==> src/rtl/fifo_arb_pkg.sv <==
// fifo_arb_pkg
//   Shared definitions for the FIFO write arbiter: default parameter
//   values, burst counter width and the arbiter state encoding.
package fifo_arb_pkg;

    localparam int unsigned NUM_REQ_DEF    = 4;
    localparam int unsigned DATA_WIDTH_DEF = 8;
    localparam int unsigned MAX_BURST_DEF  = 4;
    // Wide enough for MAX_BURST up to 15.
    localparam int unsigned BURST_CNT_W    = 4;

    typedef enum logic {
        IDLE  = 1'b0,
        BURST = 1'b1
    } arb_state_t;

endpackage

==> src/rtl/fifo_wr_arbiter_rr_pick.sv <==
// rr_pick
//   Combinational round-robin picker. Returns the first set bit of req
//   found by scanning upward from index start, wrapping at N-1 -> 0.
// Ports:
//   req   : request vector, one bit per requester
//   start : index the scan begins at
//   found : at least one request bit is set
//   idx   : index of the winning request (0 when found is low)
module rr_pick #(
    parameter int unsigned N  = 4,
    parameter int unsigned IW = $clog2(N)
) (
    input  logic [N-1:0]  req,
    input  logic [IW-1:0] start,
    output logic          found,
    output logic [IW-1:0] idx
);

    logic [IW-1:0] cand;

    always_comb begin
        found = 1'b0;
        idx   = '0;
        cand  = '0;
        for (int unsigned i = 0; i < N; i++) begin
            cand = IW'((32'(start) + i) % N);
            if (!found && req[cand]) begin
                found = 1'b1;
                idx   = cand;
            end
        end
    end

endmodule

==> src/rtl/fifo_wr_arbiter.sv <==
// fifo_wr_arbiter
//   Grants one of NUM_REQ write requesters exclusive access to a FIFO for
//   a burst of up to MAX_BURST words. Owners are chosen round-robin,
//   starting one past the previous owner. One IDLE cycle separates bursts.
// Ports:
//   clk, rst      : clock, synchronous active-high reset
//   req_valid     : per-requester word available
//   req_data      : per-requester word, requester i at [i*DATA_WIDTH +: DATA_WIDTH]
//   req_ready     : per-requester word accepted (when ANDed with req_valid)
//   fifo_w_en     : FIFO write enable
//   fifo_data_in  : FIFO write data (0 when no burst is active)
//   fifo_full     : FIFO full flag
//   grant_valid   : a burst grant is active
//   grant_id      : current owner in a burst, last owner otherwise
module fifo_wr_arbiter
    import fifo_arb_pkg::*;
#(
    parameter int unsigned NUM_REQ    = NUM_REQ_DEF,
    parameter int unsigned DATA_WIDTH = DATA_WIDTH_DEF,
    parameter int unsigned MAX_BURST  = MAX_BURST_DEF
) (
    input  logic                          clk,
    input  logic                          rst,
    input  logic [NUM_REQ-1:0]            req_valid,
    input  logic [NUM_REQ*DATA_WIDTH-1:0] req_data,
    output logic [NUM_REQ-1:0]            req_ready,
    output logic                          fifo_w_en,
    output logic [DATA_WIDTH-1:0]         fifo_data_in,
    input  logic                          fifo_full,
    output logic                          grant_valid,
    output logic [$clog2(NUM_REQ)-1:0]    grant_id
);

    localparam int unsigned IW = $clog2(NUM_REQ);

    arb_state_t             state, next_state;
    logic [IW-1:0]          owner;
    logic [IW-1:0]          last_owner;
    logic [BURST_CNT_W-1:0] count;
    logic [IW-1:0]          start_idx;
    logic                   pick_found;
    logic [IW-1:0]          pick_idx;

    assign start_idx = (last_owner == IW'(NUM_REQ - 1)) ? '0 : last_owner + 1'b1;

    rr_pick #(
        .N  (NUM_REQ),
        .IW (IW)
    ) u_rr_pick (
        .req   (req_valid),
        .start (start_idx),
        .found (pick_found),
        .idx   (pick_idx)
    );

    // Outputs are forced idle while rst is high so an in-flight burst
    // cannot write during the reset cycle, even though state only
    // clears at the edge.
    always_comb begin
        next_state   = state;
        req_ready    = '0;
        fifo_w_en    = 1'b0;
        fifo_data_in = '0;
        grant_valid  = 1'b0;
        grant_id     = last_owner;
        if (rst) begin
            next_state = IDLE;
            grant_id   = IW'(NUM_REQ - 1);
        end else begin
            case (state)
                IDLE: begin
                    if (pick_found) next_state = BURST;
                end
                BURST: begin
                    grant_valid      = 1'b1;
                    grant_id         = owner;
                    req_ready[owner] = !fifo_full;
                    fifo_w_en        = req_valid[owner] && !fifo_full;
                    for (int unsigned i = 0; i < NUM_REQ; i++) begin
                        if (IW'(i) == owner) fifo_data_in = req_data[i*DATA_WIDTH +: DATA_WIDTH];
                    end
                    if (!req_valid[owner]) begin
                        next_state = IDLE;
                    end else if (fifo_w_en && count == BURST_CNT_W'(MAX_BURST - 1)) begin
                        next_state = IDLE;
                    end
                end
                default: next_state = IDLE;
            endcase
        end
    end

    always_ff @(posedge clk) begin
        if (rst) begin
            state      <= IDLE;
            count      <= '0;
            owner      <= '0;
            last_owner <= IW'(NUM_REQ - 1);
        end else begin
            state <= next_state;
            if (state == IDLE) begin
                if (pick_found) begin
                    owner <= pick_idx;
                    count <= '0;
                end
            end else begin
                if (fifo_w_en) count <= count + 1'b1;
                if (next_state == IDLE) last_owner <= owner;
            end
        end
    end

endmodule

==> config.mk <==
export PLATFORM = sky130hd
export DESIGN_NAME = fifo_wr_arbiter
export DESIGN_NICKNAME = d
export VERILOG_FILES = /design/src/rtl/fifo_arb_pkg.sv /design/src/rtl/fifo_wr_arbiter_rr_pick.sv /design/src/rtl/fifo_wr_arbiter.sv
export SDC_FILE = /design/constraint.sdc
export NUM_CORES = 1
export LEC_CHECK = 0
export CAP_MARGIN = 20
export CORE_ASPECT_RATIO = 2
export CORE_MARGIN = 3
export CORE_UTILIZATION = 35
export CTS_CLUSTER_DIAMETER = 120
export DETAILED_ROUTE_END_ITERATION = 10
export PLACE_DENSITY = 0.7
export SYNTH_ARGS = -nofsm -noshare
export SYNTH_HDL_FRONTEND = slang
export SYNTH_SLANG_ARGS = --single-unit
==> constraint.sdc <==
create_clock -name clk -period 3.9 [get_ports clk]
set_clock_uncertainty 0.15 [all_clocks]
set_input_delay 0.585 -clock clk [delete_from_list [all_inputs] [get_ports clk]]
set_output_delay 0.585 -clock clk [all_outputs]
set_load 0.02 [all_outputs]
==> metrics.md <==
| Metric | Value |
|---|---|
| Compound-Gate Fraction of Synth Area | `17.1%` |
| Area Growth Syn to Fin | `51.9%` |
| Final hold viol count | `0` |
| # Max-Cap Violations | `0` |
| Ratio of cells with drive above 1 in the final layout | `13.2%` |
| CTS root buffer | `clkbuf_8` |
| Synth cell types | `42` |
| RSZ-0062 raised after global routing | `false` |
| Yosys warning count | `0` |
| Yosys top cell area share | `20.5%` |
| CP peak stage delay | `660 ps` |
| Fill cell count | `275` |
| Leak Pwr | `0.614 nW` |
| Final global-route overflow total | `0` |
| I/O pins | `55` |
| Antenna viol nets, final | `0` |
| XOR/XNOR Fraction of Synth Area | `2.39%` |
| FFs w/ async S/R, synth | `0%` |
| Die Y | `85.3 um` |
| WL/cell | `16.6 um` |
| Worst hold slack | `374 ps` |
| EDFF count, synth | `0` |
| N_diodes | `0` |
| CTS buffer count | `3` |
| Die area | `3890 um^2` |
| Final setup TNS | `0 ps` |
| Core area | `2980 um^2` |
| Starting Density | `36.9%` |
| Simple-gate share of the synthesized area | `24.0%` |
| Mux share of post-synthesis cell area | `28.4%` |
| Arrival @ worst endpoint | `2590 ps` |
| Post-synth top flop | `dfxtp_1` |
| Drt via density | `5.78` |
| Max Freq | `0.301 GHz` |
| Hold path endpoint | `count[3]` |
| # rows | `28` |
| CP startpoint kind | `primary input` |
| Largest net degree at the start of global routing | `17` |
| Setup CP Type | `primary input to primary output` |
| Status | `finished, final reports clean` |
| Critical path's slowest cell | `clkdlybuf4s50_1` |
| Hpwl dp | `2.67 mm` |
| Area leader, netlist | `mux4_2` |
| Reg-to-reg slack, setup | `940 ps` |
| Post-Place Setup Slack | `561 ps` |
| Cts hold-fix bufs | `0` |
| Largest family of logic cells by synthesized area | `multiplexers` |
| Syn avg cell area | `9.32 um^2` |
| Setup Viol. Count Final | `0` |
| PwrDens | `334 nW/um^2` |
| Most frequent cells after synthesis | `10 x mux4_2, 10 x nand2_1, 9 x dfxtp_1` |
| Final wirelength | `3.27 mm` |
| TritonCTS clock tree | `yes` |
| Die width | `45.6 um` |
| Critical path cell sequence | `clkdlybuf4s50_1 -> nand2b_1 -> nor3b_4 -> clkdlybuf4s50_1` |
| Critical Path End Type | `primary output` |
| Post-Syn Nets | `161` |
| Initial DRC count | `36` |
| CTS resizes | `0` |
| Gr usage total | `18.7%` |
| Clock Latency Late Sink | `240 ps` |
| Vias | `1139` |
| Port Buf Inserts | `54` |
| Hold Path Origin | `count[3]` |
| CP most frequent cell | `clkdlybuf4s50_1` |
| Clk slew on worst S/H paths | `40 ps` |
| CTS H-tree lvls | `1` |
| Adder-Cell Fraction of Synth Area | `4.55%` |
| Path depth of the worst reg2reg path | `7` |
| Setup Buffers After CTS | `0` |
| Netlist Area Pre-Place | `1100 um^2` |
| NumNets Final | `211` |
| Worst-Margin Slew | `768 ps` |
| R2r endpoint | `owner[0]` |
| Critical path data required time | `3160 ps` |
| Final WS setup | `573 ps` |
| DR DRC count | `0` |
| DR pass1 iterations | `4` |
| Final Max Slew Viols | `0` |
| CP delay by family, top | `buffers and inverters` |
| GP Congestion | `0.796` |
| Period utilization | `85.3%` |
| FF+latch count, synth | `9` |
| HP Class | `flop to flop` |
| Maximum net fanout on the critical path | `13` |
| CTS max path bufs | `2` |
| Tmin final | `3330 ps` |
| Buf/Inv on CP | `2` |
| Worst Hold Depth | `2` |
| VDD IR-drop max | `201 uV` |
| Area contributors post-synth | `mux4_2 20%, dfxtp_1 16%, ha_1 4.6%, mux2i_1 4.6%, nor2b_1 4.6%` |
| Global-route wire length before repair | `5.41 mm` |
| Number of global-route vias before repair | `1191` |
| Post-synthesis cell count | `118` |
| Worst relative slew slack | `48.7%` |
| R2r startpoint | `last_owner[0]` |
| Part of the Yosys area used for sequential elements | `16.4%` |
| Initial antenna violation count | `0` |
| CTS Sinks | `9` |
[sequential cells by signal (all words and copies together) (netlist names)]
signal,count
owner,2
count,4
last_owner,2
state,1
[per-layer routing]
layer | GRT usage, % | part of all wire [%] | vias to the layer above
li1 | - | - | 543
met1 | 17.9 | 34 | 525
met2 | 35.4 | 53 | 63
met3 | 3.61 | 10 | 8
met4 | 7.73 | 2.6 | 0
met5 | 0 | 0 | -
[metrics by stage]
step | power [mW] | utilization (%) | instances | instance area (um^2)
2_1_floorplan | 0.354 | - | 118 | 1100
3_3_place_gp | 0.441 | 54.6 | 193 | 1630
3_5_place_dp | 0.450 | 54.6 | 193 | 1630
4_1_cts | 0.565 | 56.1 | 197 | 1670
5_1_grt | 0.598 | 56.1 | 197 | 1670
6_report | 0.558 | 56.1 | 197 | 1670
[area by class of cell]
class | instances | area, um^2 | share of cell area (%)
timing repair buffer | 54 | 541 | 32.4
multi-input combinational | 93 | 841 | 50.3
tap | 30 | 37.5 | 2.25
inverter | 7 | 26.3 | 1.57
sequential | 9 | 180 | 10.8
clock buffer | 4 | 45.0 | 2.70
[cells by family after synthesis]
logic type	after synthesis
AND/OR/NAND/NOR	46
AO/OA/AOI/OAI	22
XOR/XNOR	3
buffers and inverters	16
adder cells (fa/ha/maj)	4
flip-flops	9
multiplexers	18
[worst max path at each step]
stage | from | endpoint | slack [ps] | cells past startpoint
floorplan | rst | req_ready[0] | 1520 | 3
global placement | rst | fifo_w_en | 620 | 4
detailed placement | rst | fifo_w_en | 560 | 4
CTS | rst | fifo_w_en | 560 | 4
global route | rst | fifo_w_en | 400 | 4
finish | rst | fifo_w_en | 570 | 4
[cells in the final DEF, fill, tap and decap left out, drive strengths merged, types with 2 or more instances in the layout]
cell / n
clkdlybuf4s50: 54
mux4: 10
nand2: 10
dfxtp: 9
nor2b: 8
inv: 7
nor2: 5
o211ai: 5
mux2i: 5
nand2b: 4
nand3: 4
a21oi: 4
ha: 4
clkbuf: 4
xor2: 3
mux2: 3
nor4: 2
and3: 2
nand3b: 2
a221oi: 2
nor3: 2
[power by group]
part / internal [mW] / switching [mW] / total, mW
registers: 0.103 / 0.0403 / 0.143
clock network: 0.0715 / 0.0398 / 0.111
logic: 0.174 / 0.129 / 0.304
[tightest hold or removal path, cell delays in order (launching register included)]
cell	delay, ps
dfxtp_1	340
xor2_1	80
nor2_1	70
Power figures use the tool's default switching activity.
